==> src/rtl/microgreen_feature_averager.sv <==
// microgreen_feature_averager
//   Conditioning stage in front of the binary microgreen classifier. Raw 4-bit
//   samples of four features arrive over a valid/ready handshake. The stage sums
//   2**LOG2_N of them and presents one floor-averaged frame, plus its thresholded
//   (binarized) form, over a second valid/ready handshake.
//
// Ports
//   clk           in   rising-edge clock
//   rst_n         in   asynchronous active-low reset
//   ena           in   clock enable; 0 freezes every register and blocks both handshakes
//   clr           in   synchronous flush of the partial sums and of any pending frame
//   sample_valid  in   raw sample present
//   sample_data   in   {stem[15:12], width[11:8], color[7:4], height[3:0]}, unsigned
//   sample_ready  out  stage can accept a sample (combinational)
//   feat_valid    out  averaged frame available
//   feat_ready    in   downstream accepts the frame
//   feat_data     out  averaged frame, same field packing as sample_data
//   feat_bin      out  {stem,width,color,height} >= THRESH
//   sample_cnt    out  samples summed into the current frame (0..N-1)
module microgreen_feature_averager #(
  parameter int LOG2_N = 2,
  parameter int THRESH = 8
) (
  input  logic        clk,
  input  logic        rst_n,
  input  logic        ena,
  input  logic        clr,
  input  logic        sample_valid,
  input  logic [15:0] sample_data,
  output logic        sample_ready,
  output logic        feat_valid,
  input  logic        feat_ready,
  output logic [15:0] feat_data,
  output logic [3:0]  feat_bin,
  output logic [4:0]  sample_cnt
);

  localparam int N     = 1 << LOG2_N;
  localparam int ACC_W = 4 + LOG2_N;  // 15*N < 16*N, so a sum of N samples never wraps

  typedef enum logic {ACCUM, HOLD} state_e;

  state_e                  state_q, state_d;
  logic [3:0][ACC_W-1:0]   acc_q, acc_d;
  logic [3:0][ACC_W-1:0]   sum_w;
  logic [4:0]              cnt_q, cnt_d;
  logic                    feat_valid_q, feat_valid_d;
  logic [15:0]             feat_data_q, feat_data_d;
  logic [3:0]              feat_bin_q, feat_bin_d;
  logic                    accept;

  // Floor average: the sum of N samples shifted down; the result always fits 4 bits.
  function automatic logic [3:0] avg_field(input logic [ACC_W-1:0] s);
    return 4'(s >> LOG2_N);
  endfunction

  function automatic logic bin_field(input logic [3:0] f);
    return f >= 4'(THRESH);
  endfunction

  assign sample_ready = ena & rst_n & (state_q == ACCUM) & ~clr;
  assign accept       = sample_valid & sample_ready;

  assign feat_valid = feat_valid_q;
  assign feat_data  = feat_data_q;
  assign feat_bin   = feat_bin_q;
  assign sample_cnt = cnt_q;

  // Running sum including the sample on the bus; only committed on accept.
  always_comb begin
    sum_w = '0;
    for (int i = 0; i < 4; i++) begin
      sum_w[i] = acc_q[i] + ACC_W'(sample_data[4*i +: 4]);
    end
  end

  always_comb begin
    state_d      = state_q;
    acc_d        = acc_q;
    cnt_d        = cnt_q;
    feat_valid_d = feat_valid_q;
    feat_data_d  = feat_data_q;
    feat_bin_d   = feat_bin_q;

    if (ena) begin
      if (clr) begin
        // Flush wins over everything, including a frame being handed off this cycle.
        acc_d        = '0;
        cnt_d        = '0;
        feat_valid_d = 1'b0;
        state_d      = ACCUM;
      end else begin
        unique case (state_q)
          ACCUM: begin
            if (accept) begin
              if (cnt_q == 5'(N - 1)) begin
                for (int i = 0; i < 4; i++) begin
                  feat_data_d[4*i +: 4] = avg_field(sum_w[i]);
                  feat_bin_d[i]         = bin_field(avg_field(sum_w[i]));
                end
                feat_valid_d = 1'b1;
                acc_d        = '0;
                cnt_d        = '0;
                state_d      = HOLD;
              end else begin
                acc_d = sum_w;
                cnt_d = cnt_q + 5'd1;
              end
            end
          end
          HOLD: begin
            if (feat_valid_q && feat_ready) begin
              feat_valid_d = 1'b0;
              state_d      = ACCUM;
            end
          end
          default: state_d = ACCUM;
        endcase
      end
    end
  end

  always_ff @(posedge clk or negedge rst_n) begin
    if (!rst_n) begin
      state_q      <= ACCUM;
      acc_q        <= '0;
      cnt_q        <= '0;
      feat_valid_q <= 1'b0;
      feat_data_q  <= '0;
      feat_bin_q   <= '0;
    end else begin
      state_q      <= state_d;
      acc_q        <= acc_d;
      cnt_q        <= cnt_d;
      feat_valid_q <= feat_valid_d;
      feat_data_q  <= feat_data_d;
      feat_bin_q   <= feat_bin_d;
    end
  end

endmodule

==> config.mk <==
export PLATFORM = sky130hd
export DESIGN_NAME = microgreen_feature_averager
export DESIGN_NICKNAME = d
export VERILOG_FILES = /design/src/rtl/microgreen_feature_averager.sv
export SDC_FILE = /design/constraint.sdc
export NUM_CORES = 1
export LEC_CHECK = 0
export CORE_ASPECT_RATIO = 1.75
export CORE_MARGIN = 10
export CORE_UTILIZATION = 58
export CTS_BUF_LIST = sky130_fd_sc_hd__clkbuf_4
export CTS_CLUSTER_SIZE = 10
export DETAILED_ROUTE_END_ITERATION = 12
export PLACE_DENSITY = 0.92
export SYNTH_ARGS = -nofsm -noshare
export SYNTH_HDL_FRONTEND = slang
export SYNTH_SLANG_ARGS = --single-unit
==> constraint.sdc <==
create_clock -name clk -period 2.8 [get_ports clk]
set_clock_uncertainty 0.15 [all_clocks]
set_input_delay 0.56 -clock clk [delete_from_list [all_inputs] [get_ports clk]]
set_output_delay 0.56 -clock clk [all_outputs]
set_load 0.05 [all_outputs]
-- Word-level counts from Yosys, hierarchy flattened
Cells that the tools add are included.
- flip-flop bits (word level): 51
- latch bits: 0
- bits in writable memories: 0
- bits in read-only memories: 0
- input bits: 22
- output and inout port bits: 27
- word-level logic and storage cells: 52
- memories: 0
- $add $sub $neg: 5
- multiply operators: 0
- divide/modulo/power cells: 0
- order comparisons: 4
- eq/ne operators: 5
- shift-type cells: 0
- mux-type cells: 18
- bitwise operators: 6
- reductions and logical operators: 5
- operators with widths (cell ; count):
    24-bit 2-to-1 mux ; 4
    6-bit by 4-bit adder with 6-bit output ; 4
    5-bit 2-to-1 mux ; 4
    4-bit >= comparator (second input constant) ; 4
    1-bit 2-to-1 mux ; 8
    3-bit by 2-bit inequality test with 1-bit output (second input constant) ; 2
    5-bit by 1-bit adder with 5-bit output (second input constant) ; 1
    5-bit by 2-bit == test with 1-bit output (second input constant) ; 1
    5-bit AND reduction ; 1
    1-bit AND ; 4
    1-bit one-hot mux with 2 select lines ; 2
    4-bit AND reduction ; 1
    3-bit inequality test (second input constant) ; 1
    3-bit AND reduction ; 1
    2-bit inequality test (second input constant) ; 1
    1-bit NOT ; 2
    2-bit nonzero test ; 1
    1-bit logical AND ; 1

-- Logic depth before layout (Yosys ltp)
Gate-level depths: netlist of the first run.
- depth after elaboration: 7
- gate-level depth with buffers: 7
- gate-level depth less buffers: 7

-- Worst setup path before layout of the first run
OpenSTA, ideal clock, no wires.
- path type: input -> output
- from: input clr
- to: output sample_ready
- arrival time: 1861 ps
- data required time: 2090 ps
- setup slack: 229 ps
- cell stages on the path: 2
- buffers on the path: 0
- cell sequence: nand2b_4 nor3b_1
- cells in the longest elaborated chain, start to end: 2
- ends and longest elaborated chain (element ; RTL line ; text):
    from (decl) ; 27 ; input logic clr,
    1-bit NOT (no line) ; - ;
    1-bit AND ; 61 ; assign sample_ready = ena & rst_n & (state_q == ACCUM) & ~clr;
    to (decl) ; 30 ; output logic sample_ready,
No other way between the ends.

-- Worst setup path after layout of the first run
- from: input rst_n
- to: output sample_ready
- cells in the longest elaborated chain, start to end: 3
- ends and longest elaborated chain (element ; RTL line ; text):
    from (decl) ; 25 ; input logic rst_n,
    1-bit AND (3 in a row) ; 61 ;
No other way between the ends.

==> run summary, run 1 <==
For the worst setup path, the data required time is 2.09 ns. The biggest fanout along the worst timing path is 8. The netlist uses 41 different library cells. The net count after synthesis is roughly 280.

The standby leakage power is roughly 1.6 nW. The setup TNS after final layout came out at 0 ns. Counting cells, the worst reg-to-reg path comes to 5.

The hold violation total from the final report is 0. In the synthesized netlist the dominant register cell turns out to be sky130_fd_sc_hd__dfrtp_1. The initial antenna violation count was 0. The critical path is of the input pin to primary output type. The die area came out at around 7700 µm². The H-tree generated during clock tree synthesis spans 2 levels. The flow ran to the end, and the final reports show no timing, DRC or antenna violations. The final count of pins violating max slew came out at 0.

The path with the worst hold slack has its endpoint at feat_data[13]. The residual overflow from global routing is 0. By area the synthesized netlist is led by sky130_fd_sc_hd__dfrtp_1, sky130_fd_sc_hd__ha_1, sky130_fd_sc_hd__a22o_1. The worst hold path begins at feat_data[13]. The mean number of vias per cell came out at 5.906. The clock-pin transition on the worst setup and hold timing paths came out at around 0.13 ns. The length of the first detailed-routing pass in iterations is 4. The number of antenna cells inserted came out at 0. The final routed DRC violation total is 0.

The latest clock arrival within the worst-skew pair came out at roughly 0.37 ns. The portion of synthesized cell area occupied by the leading cell type is 44.85%. The overall via count from detail_route came out at about 2000. The synthesized instance count is 235. The power per cell area is 435.4 nW/µm². The post-synthesis instance area is between 2000 and 3000 µm². The pin count of the biggest net entering global routing came out at 44.

The number of buffers inserted by post-CTS setup repair is 0. The starting density of the core came out at 59.55%. In the global route stage, overall resource usage came out at between 10% and 20%.

The number of synthesized flops with an enable pin came out at 0. The global-route wire length before repair is a little under 10000 µm. The count of warnings emitted by yosys came out at 0. Across the run, the number of max-cap violations was 0. Setup repair after global routing left no endpoint under its margin.

The site row count came out at 32. The setup slack after layout came out at 0.2068 ns. Counting the buffers created by CTS gives 5.

Summing the sequential cell areas from Yosys gives 44.85% of the chip area. After detailed routing, the average wire length per cell comes to between 15 and 20 µm. The number of buffers between clock root and the deepest sink came out at 2. At the end of routability-driven placement, the weighted congestion stood at about 0.84. The remaining number of nets flagged by the antenna check after routing came out at 0. The count of buffers inserted at the top-level ports came out at 48. The type of the tightest min-delay check is flip-flop to flip-flop. The final clock period utilization by the worst path is 92.62%. The post-place setup slack came out at roughly 0.18 ns. The number of global-route vias before repair came out at around 2200. The floorplan core area is roughly 4400 µm².

A synthesized cell averages 11.16 µm². The total wirelength of the detailed-routed design is about 6000 µm. The kind of capture point of the worst setup path is a primary output. STA classifies the critical path startpoint as an input pin. The async set or reset register ratio after synthesis came out at between 90% and 100%. The number of top-level design ports came out at 49. The critical path arrival is 1.88 ns. The worst-case IR drop observed on VDD is around 0.34 mV.

By instance count, the leading cell after synthesis is sky130_fd_sc_hd__dfrtp_1. The number of setup violations in the final report came out at 0. The worst register-to-register path ends at feat_data[14].

The design draws about 1.4 mW. The floorplan step set the die height to 109.0 µm. The horizontal extent of the die is 70.83 µm.

The estimated wirelength of the detail-placed design came out at about 4400 µm. The synthesized design spends more area on one cell type than any other, namely sky130_fd_sc_hd__dfrtp_1. The tree is rooted in a sky130_fd_sc_hd__clkbuf_4. The count of non-filler cells in the finished layout is 339.

After the last flow step, the layout net total stands at 331. The headroom to the max-slew limit is 55.42%. For the pin with the worst max-slew slack, the measured transition is 0.6642 ns.

The minimum hold slack came out at 0.3560 ns. Once placement completed, the tool counted placed cells totaling 331. The clock net sink count is 47.

The layout overhead on the synthesized area is 23.47%. The first routing iteration left 143 violations. The worst path needs 2.593 ns of the cycle, external delays included. The layout cell share with drive strength beyond 1 is 10.76%. The slack of the worst reg-to-reg path is approximately 0.68 ns.

TritonCTS built the clock tree. In the synthesized netlist, the cells that appear most often are sky130_fd_sc_hd__dfrtp_1, sky130_fd_sc_hd__inv_1, sky130_fd_sc_hd__ha_1. Based on the critical path, the design can be clocked at up to 0.3856 GHz. The hold path depth came out at 1. The beginning of the worst register-to-register path is sample_cnt[0]. In this run, synthesis produced a sequential element count of 47.
[power breakdown]
part           switching (mW)  internal (mW)  leakage [nW]
combinational           0.153          0.123         0.883
sequential             0.0201          0.706         0.634
clock                   0.224          0.183        0.0373
[worst max-delay path, stage by stage]
cell and delay (ns):
sky130_fd_sc_hd__dlygate4sd3_1 0.52, sky130_fd_sc_hd__buf_2 0.22, sky130_fd_sc_hd__nor3b_1 0.38, sky130_fd_sc_hd__buf_12 0.19
[flip-flops by register name, indices dropped and copies added (netlist names)]
name        flops
state_q         1
acc_q          24
sample_cnt      5
feat_valid      1
feat_data      16
[metrics by stage]
step | cell area [µm²] | util, %
floorplan | 2623 | -
global placement | 3153 | 71.59
detailed placement | 3153 | 71.59
CTS | 3238 | 73.52
global route | 3238 | 73.52
finish | 3238 | 73.52
[layout make-up]
type | instances | area (µm²)
Clock buffer | 5 | 37.54
Fill cell | 318 | 1166
Clock inverter | 2 | 37.54
Tap cell | 51 | 63.81
Timing Repair Buffer | 57 | 555.5
Sequential cell | 47 | 1176
Multi-Input combinational cell | 158 | 1296
Inverter | 19 | 71.32
[cells by family (layout without fill, tap and decap cells)]
group	count (synthesis)	after routing	synth area share [%]
and+or+nand+nor	43	43	10.02
DFF	47	47	44.85
AOI/OAI and AO/OA	60	60	15.51
adders and majority gates	21	21	11.16
buffers and inverters	30	83	5.725
muxes	16	16	6.727
xor gates and xnor gates	18	18	6.011
[repair_timing]
item | CTS | global route
hold endpoints to repair | 4 | 0
hold buffers | 1 | 0
endpoints found under the setup margin | 0 | 0
resized for setup | 0 | 0
[cell usage in the layout, fill, tap and decap left out, drive strengths merged, types with 3 or more instances in the layout]
cell type and n:
a21o 6, a21oi 15, a22o 16, a31oi 4, buf 10, clkbuf 5
clkdlybuf4s50 46, dfrtp 47, fa 4, ha 17, inv 19, mux2 13
mux2i 3, nand2b 7, nand3 9, nor2 9, o21ai 6, o22ai 6
o31ai 3, or2 4, xnor2 6, xor2 12
[layer usage]
| metal | wire length, µm | GRT usage [%] | vias to the layer above |
|---|---|---|---|
| met2 | 3319 | 28.80 | 49 |
| li1 | - | - | 931 |
| met3 | 217 | 3.549 | 10 |
| met5 | 0 | 0 | - |
| met4 | 105 | 6.250 | 0 |
| met1 | 2344 | 16.11 | 1012 |
[how the worst max path moves through the flow]
stage | endpoint | slack (ns) | from | cells past startpoint
after floorplan | sample_ready | 0.23 | clr | 2
after global placement | feat_data[2] | 0.23 | sample_data[0] | 8
after detailed placement | feat_data[2] | 0.18 | sample_data[0] | 8
after CTS | sample_ready | 0.18 | rst_n | 4
after global routing | sample_ready | 0.12 | rst_n | 4
final | sample_ready | 0.21 | rst_n | 4
Power figures use the tool's default switching activity.
==> run 2: changes to the inputs <==
TNS_END_PERCENT = 100   (was not set)
==> results of run 2 <==
No change in the layout: final DEF, timing and power equal those of run 1.
==> run 3: changes to the inputs <==
CTS_CLUSTER_DIAMETER = 150   (was not set)
==> results of run 3 <==
No change in the layout: final DEF, timing and power equal those of run 1.
